File: src/rtl/parking_slot_controller.sv
// rtl/parking_slot_controller.sv - 4-slot car park occupancy register with entry and exit gate sequencers
module parking_slot_controller #(
    parameter int GATE_TICKS = 250
) (
    input  logic       clk_500Hz,
    input  logic       reset,
    input  logic       car_at_entry,
    input  logic       car_at_exit,
    input  logic [1:0] exit_slot,
    output logic       entry_gate,
    output logic       exit_gate,
    output logic [3:0] occupancy,
    output logic [2:0] capacity,
    output logic [1:0] first_empty,
    output logic       full,
    output logic [1:0] assigned_slot,
    output logic       entry_denied,
    output logic       exit_error
);

    typedef enum logic [1:0] {E_IDLE, E_OPEN, E_CLEAR} entry_state_t;
    typedef enum logic [1:0] {X_IDLE, X_OPEN, X_CLEAR} exit_state_t;

    localparam logic [9:0] OPEN_LOAD = 10'(GATE_TICKS - 1);

    entry_state_t e_state;
    exit_state_t  x_state;
    logic [9:0]   e_count;
    logic [9:0]   x_count;
    logic         prev_entry;
    logic         prev_exit;

    logic         entry_rise;
    logic         exit_rise;
    logic         grant;
    logic         release_slot;
    logic [3:0]   set_mask;
    logic [3:0]   clr_mask;

    always_comb begin
        capacity = 3'd4 - ({2'b00, occupancy[0]} + {2'b00, occupancy[1]}
                         + {2'b00, occupancy[2]} + {2'b00, occupancy[3]});
        full = (occupancy == 4'b1111);
        first_empty = 2'd0;
        if (!occupancy[0])      first_empty = 2'd0;
        else if (!occupancy[1]) first_empty = 2'd1;
        else if (!occupancy[2]) first_empty = 2'd2;
        else if (!occupancy[3]) first_empty = 2'd3;
    end

    // Both decisions look at occupancy before this edge, so an exit cannot free a slot for a same-edge entry.
    always_comb begin
        entry_rise   = car_at_entry & ~prev_entry;
        exit_rise    = car_at_exit & ~prev_exit;
        grant        = (e_state == E_IDLE) && entry_rise && !full;
        release_slot = (x_state == X_IDLE) && exit_rise && occupancy[exit_slot];
        set_mask     = grant ? (4'b0001 << first_empty) : 4'b0000;
        clr_mask     = release_slot ? (4'b0001 << exit_slot) : 4'b0000;
    end

    always_ff @(posedge clk_500Hz or posedge reset) begin
        if (reset) begin
            e_state       <= E_IDLE;
            x_state       <= X_IDLE;
            e_count       <= '0;
            x_count       <= '0;
            prev_entry    <= 1'b0;
            prev_exit     <= 1'b0;
            occupancy     <= 4'b0000;
            assigned_slot <= 2'd0;
            entry_gate    <= 1'b0;
            exit_gate     <= 1'b0;
            entry_denied  <= 1'b0;
            exit_error    <= 1'b0;
        end else begin
            prev_entry   <= car_at_entry;
            prev_exit    <= car_at_exit;
            occupancy    <= (occupancy | set_mask) & ~clr_mask;
            entry_denied <= (e_state == E_IDLE) && entry_rise && full;
            exit_error   <= (x_state == X_IDLE) && exit_rise && !occupancy[exit_slot];

            case (e_state)
                E_IDLE: begin
                    if (grant) begin
                        e_state       <= E_OPEN;
                        e_count       <= OPEN_LOAD;
                        assigned_slot <= first_empty;
                        entry_gate    <= 1'b1;
                    end
                end
                E_OPEN: begin
                    if (e_count == 10'd0) e_state <= E_CLEAR;
                    else                  e_count <= e_count - 10'd1;
                end
                E_CLEAR: begin
                    if (!car_at_entry) begin
                        e_state    <= E_IDLE;
                        entry_gate <= 1'b0;
                    end
                end
                default: begin
                    e_state    <= E_IDLE;
                    entry_gate <= 1'b0;
                end
            endcase

            case (x_state)
                X_IDLE: begin
                    if (release_slot) begin
                        x_state   <= X_OPEN;
                        x_count   <= OPEN_LOAD;
                        exit_gate <= 1'b1;
                    end
                end
                X_OPEN: begin
                    if (x_count == 10'd0) x_state <= X_CLEAR;
                    else                  x_count <= x_count - 10'd1;
                end
                X_CLEAR: begin
                    if (!car_at_exit) begin
                        x_state   <= X_IDLE;
                        exit_gate <= 1'b0;
                    end
                end
                default: begin
                    x_state   <= X_IDLE;
                    exit_gate <= 1'b0;
                end
            endcase
        end
    end

endmodule

File: config.mk
export PLATFORM = sky130hd
export DESIGN_NAME = parking_slot_controller
export DESIGN_NICKNAME = d
export VERILOG_FILES = /design/src/rtl/parking_slot_controller.sv
export SDC_FILE = /design/constraint.sdc
export NUM_CORES = 1
export LEC_CHECK = 0
export BUFFER_PORTS_ARGS = -buffer_cell sky130_fd_sc_hd__buf_4
export CAP_MARGIN = 20
export CORE_AREA = 2 2 65 67
export CTS_CLUSTER_SIZE = 16
export DETAILED_ROUTE_END_ITERATION = 7
export DIE_AREA = 0 0 67 69
export PLACE_DENSITY = 0.67
export REMOVE_ABC_BUFFERS = 1
export SETUP_SLACK_MARGIN = 0.05
export SLEW_MARGIN = 20
export SYNTH_ARGS = -nofsm -noshare
export SYNTH_HDL_FRONTEND = slang
export SYNTH_SLANG_ARGS = --single-unit
File: constraint.sdc
create_clock -name clk_500Hz -period 4.5 [get_ports clk_500Hz]
set_clock_uncertainty 0.2 [all_clocks]
set_input_delay 0.675 -clock clk_500Hz [delete_from_list [all_inputs] [get_ports clk_500Hz]]
set_output_delay 0.675 -clock clk_500Hz [all_outputs]
set_load 0.03 [all_outputs]
# Word-level counts from Yosys, hierarchy flattened
# Index checks and enable logic that the tools add are counted.
# W data, S select, Z words.
dict set report totals {
  regBits 36
  input_bits 6
  word_cells 92
}
dict set report classes {
  add_sub_neg 6
  n_lt_le_gt_ge 1
  n_eq_ne 13
  shifts 2
  mux 28
  bitwise 9
  n_reduce_logical 21
}
# op n
set ops {}
lappend ops {{$mux W10} 4}
lappend ops {{$pmux W10 S2} 2}
lappend ops {{$logic_not A10 Y1} 2}
lappend ops {{$mux W2} 10}
lappend ops {{$sub A10 B1 Y10 const B} 2}
lappend ops {{$reduce_and A3 Y1} 6}
lappend ops {{$ne A2 B2 Y1 const B} 8}
lappend ops {{$pmux W2 S3} 2}
lappend ops {{$mux W4} 2}
lappend ops {{$shl A1 B2 Y4 const A} 2}
lappend ops {{$logic_and A1 B1 Y1} 6}
lappend ops {{$pmux W1 S3} 2}
lappend ops {{$mux W1} 5}
lappend ops {{$and A4 B4 Y4} 1}
lappend ops {{$eq A2 B1 Y1 const B} 2}
lappend ops {{$eq A2 B2 Y1 const B} 2}
lappend ops {{$eq A4 B4 Y1 const B} 1}
lappend ops {{$logic_not A2 Y1} 2}
lappend ops {{$not A1 Y1} 4}
lappend ops {{$not A4 Y4} 1}
lappend ops {{$or A4 B4 Y4} 1}
lappend ops {{$reduce_bool A2 Y1} 2}
lappend ops {{$add A2 B1 Y3} 1}
lappend ops {{$add A3 B1 Y3} 1}
lappend ops {{other kinds (7)} 9}

# Logic depth before layout (Yosys ltp)
# Gate-level depths: netlist of the first run.
dict set report logic_depth {
  depth_word 8
  depth_mapped 7
}

# Worst setup path after synthesis of the first run
# Ideal clock, no wire load.
dict set report synth_timing {
  kind {reg2out}
  from {register occupancy[1]}
  to {output port capacity[1]}
  t_arrival_ns 1.753
  setup_slack_ns 1.872
  stages_incl_launch_ff 5
  n_path_buf 0
  cell_sequence {dfrtp_1 > fa_1 > inv_1 > ha_1 > ha_1}
}
dict set report synth_between {
  elab_chain_len 4
}
# element line_no
set synth_rtl {}
lappend synth_rtl {{start, declared} 12} ;# output logic [3:0] occupancy,
lappend synth_rtl {{start signal, assigned} 78} ;# occupancy <= (occupancy | set_mask) & ~clr_mask;
lappend synth_rtl {{$add A1 B1 Y2} 41} ;# capacity = 3'd4 - ({2'b00, occupancy[0]} + {2'b00, occupancy[1]}
lappend synth_rtl {{$add A2 B1 Y3} 42} ;# + {2'b00, occupancy[2]} + {2'b00, occupancy[3]});
lappend synth_rtl {{$add A3 B1 Y3} 42}
lappend synth_rtl {{$sub A3 B3 Y3} 41}
lappend synth_rtl {{end, declared} 13} ;# output logic [2:0] capacity,
# No other way between the ends.

# Final worst setup path of the first run
# Ends and elaborated chain as after synthesis.

==> run_results.csv, run 1 <==
group,metric,value,unit
clocking,clock-sinks,36,
setup_path,slowest_delay,0.56,ns
placed_design,dpl.hpwl,2.882,mm
route,ant_nets,0,
synthesis,synth-async-reset-ratio,1.000,
setup_path,r2r_cells,6,
synthesis,ys_warn_count,0,
min_path,hp-start,"exit_gate",
clocking,cts_tree,"done",
global_routing,grt_first_pass_wirelength,6.851,mm
floorplanning,row_count,23,
layout,drive_gt1_frac,0.1944,
route,vias,1538,
clocking,cts_setup_buffers,0,
synthesis,synth_top_cell_by_area,"dfrtp_1",
setup_path,path_max_fanout,9,
route,drcViolationCount,0,
global_routing,antenna_found_initial,0,
min_path,hold_class,"reg -> reg",
synthesis,synth_edf_count,0,
setup_path,crit_path_frequent_cell,"ha_1",
timing,hold_viol,0,
setup_path,crit_slowest_cell,"fa_1",
floorplanning,die_h,69,µm
layout,multi_input_area,893.4,µm²
clocking,htreeDepth,2,
timing,finalSetupTns,0,ns
setup_path,cp_num_buf_inv,2,
floorplanning,core-area,0.003914,mm²
clocking,cts_made_buffers,5,
synthesis,synth_area_per_cell,9.812,µm²
route,routed_wl,3.932,mm
timing,grt_setup_unrepaired,"no",
layout,final_common_cell,"dfrtp_1",
placed_design,place_congestion,0.8619,
flow_run,maxCapViolCount,0,
synthesis,seq_area_frac_synth,0.4832,
layout,seq_area,900.9,µm²
floorplanning,start_util,0.4763,
route,drt_iter0_drc,111,
clocking,clkLatencyLatePin,0.28,ns
route,vias_per_cell,5.782,
timing,fin_hold_ws,0.2820,ns
floorplanning,die_w,67,µm
setup_path,crit_arrival,1.97,ns
setup_path,endpoint_kind,"output pin",
clocking,postCtsHoldBufs,0,
setup_path,r2r_end,"e_count[7]",
floorplanning,die-area,0.004623,mm²
clocking,cts_buffer_depth,2,
power,power_density,685.8,mW/mm²
placed_design,io_buffer_count,21,
setup_path,cp-start-kind,"register",
route,dr.pass1.iters,4,
layout,diodes,0,
global_routing,grt_pass1_vias,1509,
synthesis,synth.distinct_cells,48,
clocking,clk_pin_slew,0.06,ns
synthesis,syn_area,0.001864,mm²
synthesis,ys.flop_type,"dfrtp_1",
timing,slew_headroom,0.6474,
timing,drv_slew,0,
timing,min_period,2.849,ns
global_routing,grt_max_degree,37,
layout,n_fill_cell,378,
global_routing,grt_overflow,0,
timing,worstMarginPinSlew,0.5215,ns
layout,nets,227,
setup_path,critPathKind,"reg -> out",
synthesis,synthTopCellsByArea,"dfrtp_1, nand2_1, o21ai_0",
setup_path,timing.rr.start,"e_count[0]",
timing,period_share,0.6331,
route,wl_per_cell,14.78,µm
min_path,whs_path_depth,2,
setup_path,r2r_slack,2.54,ns
setup_path,path_delay_family,"adder cells",
setup_path,crit_chain,"fa_1, inv_1, ha_1, ha_1, buf_4",
synthesis,yosysTopAreaCellShare,0.4832,
clocking,ctsResizeCount,0,
min_path,holdPathEnd,"exit_gate",
timing,setup_viol,0,
timing,fmax,351.0,MHz
setup_path,cp_data_required_time,3.62,ns
placed_design,placed_area,0.002074,mm²
clocking,clockRootBuffer,"clkbuf_8",
synthesis,synthCells,190,
power,p_leak,0.9685,nW
synthesis,synth-seq-cells,36,
global_routing,grt_usage,0.1917,
run_status,status,"complete, no violations",
layout,area_growth_syn_to_layout,15.44,%
floorplanning,io_pins,22,
layout,layout_common_cells,"dfrtp_1, buf_4, nand2_1, inv_1, o21ai_0",
layout,final_cell_area,0.002152,mm²
power,ir_worst_vdd,0.0003619,V
Yosys cell counts (all sizes together), types with 3 or more instances:
library cell   n
nand2b         3
and3           3
and2           3
or3            6
a31oi          7
dfrtp         36
nor2b          3
inv           14
nand3          8
ha             4
nor2          11
nand2         23
buf            3
nor3           7
or4            4
o21ai         16
a21oi         12
metrics by stage:
stage                     setup WS (ns)  total power, mW  utilization  std cells
after floorplan                   1.872            1.047            -        187
after global placement            1.998            1.237       0.5301        259
after detailed placement          1.936            1.272       0.5301        259
after CTS                         1.629            1.487       0.5499        266
after global routing              1.550            1.592       0.5499        266
final                             1.651            1.476       0.5499        266
power by group:
part	total [mW]	switching (mW)	internal [mW]	leakage [nW]
combinational	0.677	0.411	0.267	0.513
clock	0.208	0.103	0.105	0.0410
sequential	0.590	0.153	0.437	0.415
total	1.48	0.667	0.809	0.968
routing by layer:
| metal | wire length (µm) | global-route usage | vias up |
|---|---|---|---|
| met5 | 0 | 0 | - |
| met1 | 1655 | 0.2137 | 783 |
| met4 | 21 | 0.05442 | 0 |
| met3 | 82 | 0.05873 | 2 |
| li1 | - | - | 737 |
| met2 | 2173 | 0.3421 | 16 |
layout make-up:
| type | instances | area share |
|---|---|---|
| Sequential cell | 36 | 0.4186 |
| Multi-Input combinational cell | 137 | 0.4151 |
| Timing Repair Buffer | 22 | 0.07674 |
| Clock buffer | 6 | 0.03372 |
| Tap cell | 50 | 0.02907 |
| Inverter | 14 | 0.02442 |
| Clock inverter | 1 | 0.002326 |
worst max-delay path by stage:
stage	startpoint	endpoint	slack [ns]	cells past startpoint
finish	occupancy[1]	capacity[1]	1.65	5
global placement	occupancy[1]	capacity[1]	2.00	5
CTS	occupancy[1]	capacity[1]	1.63	5
detailed placement	occupancy[1]	capacity[1]	1.94	5
global route	occupancy[1]	capacity[1]	1.55	5
floorplan	occupancy[1]	capacity[1]	1.87	4
flip-flops by register name (all words and copies together) (netlist names):
signal / count
e_state: 2
assigned_slot: 2
e_count: 10
entry_denied: 1
entry_gate: 1
x_state: 2
x_count: 10
occupancy: 4
exit_error: 1
prev_exit: 1
exit_gate: 1
prev_entry: 1
worst reg2reg max path, delay by kind of cell (launching register included):
kind	cells	cell delay [ns]
buf+inv	1	0.07
flops	1	0.41
compound gates	1	0.12
fa+ha+maj	1	0.19
simple gates	3	0.90
kinds of logic (layout without fill, tap and decap cells):
kind of cell	count (synthesis)	count (layout)	synth area share
and+or+nand+nor	83	83	0.2671
AOI/OAI and AO/OA	45	45	0.1477
DFF	36	36	0.4832
buffers and inverters	17	43	0.03759
adders and majority gates	5	5	0.03759
xor gates and xnor gates	2	2	0.009398
muxes	2	2	0.01745
Note: power is estimated with default switching activity, not from simulation.
==> inputs of run 2 (changes only) <==
Clock period 4.5 ns to 2.82 ns, I/O delays scaled along.
==> run 2 against run 1 <==
Core utilization rose by 0.32 points. Cell count rose by 0.38%. Sequential share of layout area fell by 0.24 points. Wire length fell by 4.0%. Worst hold slack got worse by 0.24 ns. Die area did not move. Clock-buffer cell count rose by 2. Global-route usage fell by 0.88 points. Non-clock buffer count did not move. Via count fell by 1.3%.
==> run_results.csv, run 2 (synthesis gave the netlist of run 1 again) <==
group,metric,value,unit
power,p_comb_frac,0.451,
clocking,clkLatencyLatePin,0.28,ns
global_routing,grt_usage,0.1828,
power,p_leak,0.9730,nW
floorplanning,core-area,0.003914,mm²
layout,diodes,0,
global_routing,grt_busiest_layer,"met2",
clocking,ctsResizeCount,0,
setup_path,cp_data_required_time,2.20,ns
layout,nets,227,
power,pwr-share-clk,0.155,
layout,finalCoreUtilization,0.5531,
setup_path,cp_num_buf_inv,2,
min_path,hold_class,"in -> async",
placed_design,place_congestion,0.8470,
timing,hold_viol,0,
route,drt_iter0_drc,75,
power,seq_power_share,0.394,
layout,final_common_cell,"dfrtp_1",
setup_path,crit_chain,"fa_1, inv_1, ha_1, ha_1, buf_4",
power,ir_worst_vdd,0.0006123,V
route,wl_per_cell,14.14,µm
power,sw_frac_of_total,0.4425,
setup_path,path_delay_family,"adder cells",
layout,layout_common_cells,"dfrtp_1, buf_4, nand2_1, inv_1, o21ai_0",
power,power_density,1097,mW/mm²
floorplanning,die-area,0.004623,mm²
flow_run,maxCapViolCount,0,
power,power,2.374,mW
floorplanning,start_util,0.4763,
floorplanning,die_w,67,µm
layout,largestRegisters,"e_count (10), x_count (10), occupancy (4)",
power,p_sw,1.050,mW
setup_path,crit_arrival,1.99,ns
route,drcViolationCount,0,
global_routing,use_met3,0.03915,
layout,drive_gt1_frac,0.1935,
global_routing,grt_pass1_vias,1454,
route,vias_per_cell,5.685,
setup_path,endpoint_kind,"output pin",
clocking,cts_setup_buffers,0,
timing,min_period,2.609,ns
global_routing,gr-usage-met1,0.2217,
setup_path,crit_slowest_cell,"fa_1",
timing,period_share,0.9253,
timing,worstMarginPinSlew,0.5384,ns
route,dr.pass1.iters,4,
floorplanning,row_count,23,
clocking,clockRootBuffer,"clkbuf_8",
placed_design,dpl.hpwl,2.763,mm
global_routing,grt_first_pass_wirelength,6.630,mm
timing,drv_slew,0,
setup_path,crit_path_frequent_cell,"ha_1",
timing,fmax,383.2,MHz
clocking,cts_made_buffers,5,
placed_design,io_buffer_count,21,
run_status,status,"complete, no violations",
global_routing,grt_max_degree,37,
setup_path,path_max_fanout,9,
timing,slew_headroom,0.6360,
setup_path,slowest_delay,0.57,ns
layout,fin_cells,267,
floorplanning,die_h,69,µm
timing,setup_viol,0,
route,vias,1518,
placed_design,dp_cells,259,
global_routing,antenna_found_initial,0,
setup_path,cp-start-kind,"register",
clocking,clock-sinks,36,
clocking,clk_pin_slew,0.07,ns
clocking,postCtsHoldBufs,0,
route,routed_wl,3.775,mm
layout,area_growth_syn_to_layout,16.11,%
route,ant_nets,0,
power,p_int,1.323,mW
timing,finalSetupTns,0,ns
setup_path,critPathKind,"reg -> out",
clocking,htreeDepth,2,
clocking,cts_buffer_depth,2,
timing,grt_setup_unrepaired,"no",
global_routing,grt_use_met2,0.3146,
floorplanning,io_pins,22,
clocking,cts_tree,"done",
global_routing,grt_overflow,0,
==> run 2: power by group through the flow <==
| stage | logic (mW) | registers, mW | clock network (mW) |
|---|---|---|---|
| 6_report | 1.07 | 0.936 | 0.367 |
| 4_1_cts | 1.08 | 0.934 | 0.378 |
| 3_5_place_dp | 1.08 | 0.942 | 0 |
| 2_1_floorplan | 0.682 | 0.988 | 0 |
| 3_3_place_gp | 1.05 | 0.923 | 0 |
| 5_1_grt | 1.19 | 0.974 | 0.405 |
==> run 2: metrics by stage <==
| step | hold slack [ns] | worst slack, ns | instance area [µm²] |
|---|---|---|---|
| after floorplan | 0.2544 | 0.4440 | 1847 |
| after global placement | 0.2684 | 0.5694 | 2074 |
| after detailed placement | 0.2690 | 0.5171 | 2074 |
| after CTS | 0.04981 | 0.2085 | 2165 |
| after global routing | 0.06943 | 0.1427 | 2165 |
| final | 0.04026 | 0.2106 | 2165 |
==> run 2: final timing paths <==
path	from	to	slack, ns	cells after the start
setup / recovery	occupancy[1]	capacity[1]	0.21	5
hold / removal	reset	e_count[5]	0.04	3
setup reg to reg	e_state[1]	e_count[9]	0.85	4
hold reg to reg	assigned_slot[0]	assigned_slot[0]	0.28	2
max in group asynchronous	reset	e_state[1]	2.07	3
min in group clk_500Hz	car_at_exit	prev_exit	0.07	1
==> run 2: cell type report <==
| class | instances | area [µm²] |
|---|---|---|
| flip-flops and latches | 36 | 900.9 |
| fillers | 351 | 1749 |
| multi-input cells | 137 | 893.4 |
| repair buffers | 22 | 165.2 |
| clock buffers | 8 | 90.09 |
| well taps | 50 | 62.56 |
| inverters | 14 | 52.55 |
==> run 2: tightest hold or removal path: stages <==
cell	delay, ns
buf_4	0.10
inv_1	0.04
buf_4	0.39
==> run 2: metal layers <==
metal,vias up,share of wire
li1,738,-
met1,745,0.42
met2,30,0.53
met3,5,0.035
met4,0,0.011
met5,-,0
==> inputs of run 3 (changes only) <==
==> constraint.sdc (replaced) <==
create_clock -name clk_500Hz -period 2.82 [get_ports clk_500Hz]
set_clock_uncertainty 0.2 [all_clocks]
set_input_delay 0.282 -clock clk_500Hz [delete_from_list [all_inputs] [get_ports clk_500Hz]]
set_output_delay 0.282 -clock clk_500Hz [all_outputs]
set_load 0.03 [all_outputs]
==> run 3 against run 2 <==
Combinational power about the same. Sequential power about the same. Power rose by 0.94%. Maximum frequency is 6.3% higher. Clock-buffer cell count fell by 2. Wire length is 0.48% higher. Critical endpoint unchanged. Largest cell class unchanged. Largest power group unchanged. Highest routed layer unchanged.
==> run_results.csv, run 3 (synthesis gave the netlist of run 1 again) <==
group,metric,value,unit
floorplanning,core-area,0.003914,mm²
layout,seq_area,900.9,µm²
clocking,clkLatencyLatePin,0.29,ns
floorplanning,die_w,67,µm
global_routing,grt_overflow,0,
placed_design,dpl.hpwl,2.756,mm
floorplanning,start_util,0.4763,
clocking,clock-sinks,36,
placed_design,io_buffer_count,21,
layout,final_common_cell,"dfrtp_1",
floorplanning,io_pins,22,
timing,setup_viol,0,
route,drcViolationCount,0,
layout,n_fill_cell,370,
layout,diodes,0,
setup_path,crit_arrival,1.97,ns
setup_path,slowest_delay,0.57,ns
power,ir_worst_vdd,0.0006555,V
timing,finalSetupTns,0,ns
layout,largestRegisters,"e_count (10), x_count (10), occupancy (4)",
setup_path,crit_chain,"fa_1, inv_1, ha_1, ha_1, buf_4",
setup_path,path_delay_family,"adder cells",
power,p_leak,0.9957,nW
clocking,htreeDepth,2,
layout,nets,231,
global_routing,grt_first_pass_wirelength,6.610,mm
setup_path,cp_num_buf_inv,2,
global_routing,grt_pass1_vias,1492,
min_path,hold_class,"in -> reg",
setup_path,crit_path_frequent_cell,"ha_1",
clocking,clk_pin_slew,0.07,ns
clocking,clockRootBuffer,"clkbuf_8",
global_routing,antenna_found_initial,0,
layout,area_growth_syn_to_layout,18.59,%
flow_run,maxCapViolCount,0,
layout,multi_input_area,893.4,µm²
timing,worstMarginPinSlew,0.5120,ns
timing,drv_slew,0,
timing,grt_setup_unrepaired,"no",
power,power,2.396,mW
route,drt_iter0_drc,95,
power,power_density,1084,mW/mm²
timing,fmax,407.5,MHz
setup_path,cp_data_required_time,2.34,ns
timing,hold_viol,0,
floorplanning,row_count,23,
timing,setup_ws,0.3659,ns
route,wl_per_cell,14.00,µm
setup_path,endpoint_kind,"output pin",
timing,min_period,2.454,ns
clocking,cts_made_buffers,5,
timing,period_share,0.8702,
run_status,status,"complete, no violations",
global_routing,grt_usage,0.1829,
clocking,cts_buffer_depth,2,
route,dr.pass1.iters,4,
floorplanning,die-area,0.004623,mm²
timing,slew_headroom,0.6539,
route,ant_nets,0,
route,routed_wl,3.793,mm
placed_design,place_ws,0.6746,ns
layout,drive_gt1_frac,0.1991,
layout,layout_common_cells,"dfrtp_1, buf_4, nand2_1, inv_1, o21ai_0",
route,vias_per_cell,5.753,
setup_path,path_max_fanout,9,
global_routing,grt_max_degree,37,
layout,fin_cells,271,
setup_path,cp-start-kind,"register",
clocking,ctsResizeCount,0,
placed_design,place_congestion,0.8398,
setup_path,critPathKind,"reg -> out",
route,vias,1559,
setup_path,crit_slowest_cell,"fa_1",
placed_design,dp_cells,259,
clocking,cts_tree,"done",
floorplanning,die_h,69,µm
-- run 3: cell types whose count changed in the layout (fill, tap and decap cells not counted) --
cell,delta
inv_6,+1
clkinv_2,+1
dlygate4sd3_1,+4
clkbuf_1,-2
-- run 3: metrics by stage --
stage                     hold WS, ns  instance area, µm²  utilization
after floorplan                0.1134                1847            -
after global placement         0.2152                2074       0.5301
after detailed placement       0.2223                2074       0.5301
after CTS                    0.001956                2211       0.5649
after global routing          0.01319                2211       0.5649
final                        0.007259                2211       0.5649
-- run 3: metal layers --
metal	up-vias	GRT usage	share of wire
met5	-	0	0
met2	11	0.3058	0.53
met4	0	0.06576	0.011
met3	6	0.04405	0.022
met1	795	0.2256	0.44
li1	747	-	-
-- run 3: area by class of cell --
cell class                      count  area share
Multi-Input combinational cell    137      0.4041
Clock buffer                        6     0.03735
Inverter                           14     0.02377
Tap cell                           50     0.02830
Sequential cell                    36      0.4075
Clock inverter                      2    0.006225
Timing Repair Buffer               26     0.09281
-- run 3: final timing paths --
kind / startpoint / endpoint / slack [ns] / cells after the start
hold reg to reg: exit_gate / exit_gate / 0.29 / 2
min in group asynchronous: reset / assigned_slot[1] / 0.47 / 4
hold / removal: exit_slot[1] / occupancy[2] / 0.007 / 2
setup reg to reg: e_state[1] / e_count[9] / 0.86 / 4
max in group asynchronous: reset / e_count[6] / 1.64 / 4
setup / recovery: occupancy[1] / capacity[1] / 0.37 / 5
-- run 3: what timing repair did --
item | CTS | global route
hold buffers | 4 | 0
setup buffers | 0 | 0
endpoints found under the hold margin | 39 | 0
-- run 3: worst register-to-register path, cell delays in order (launching register included) --
cell and delay, ns:
dfrtp_1 0.45, nor4b_4 0.48, and2_1 0.40, nor2_1 0.08
a41o_1 0.25
-- run 3: where the power goes --
part | internal [mW] | total (mW) | switching (mW)
logic | 0.429 | 1.08 | 0.649
registers | 0.698 | 0.935 | 0.238
clock network | 0.199 | 0.383 | 0.183
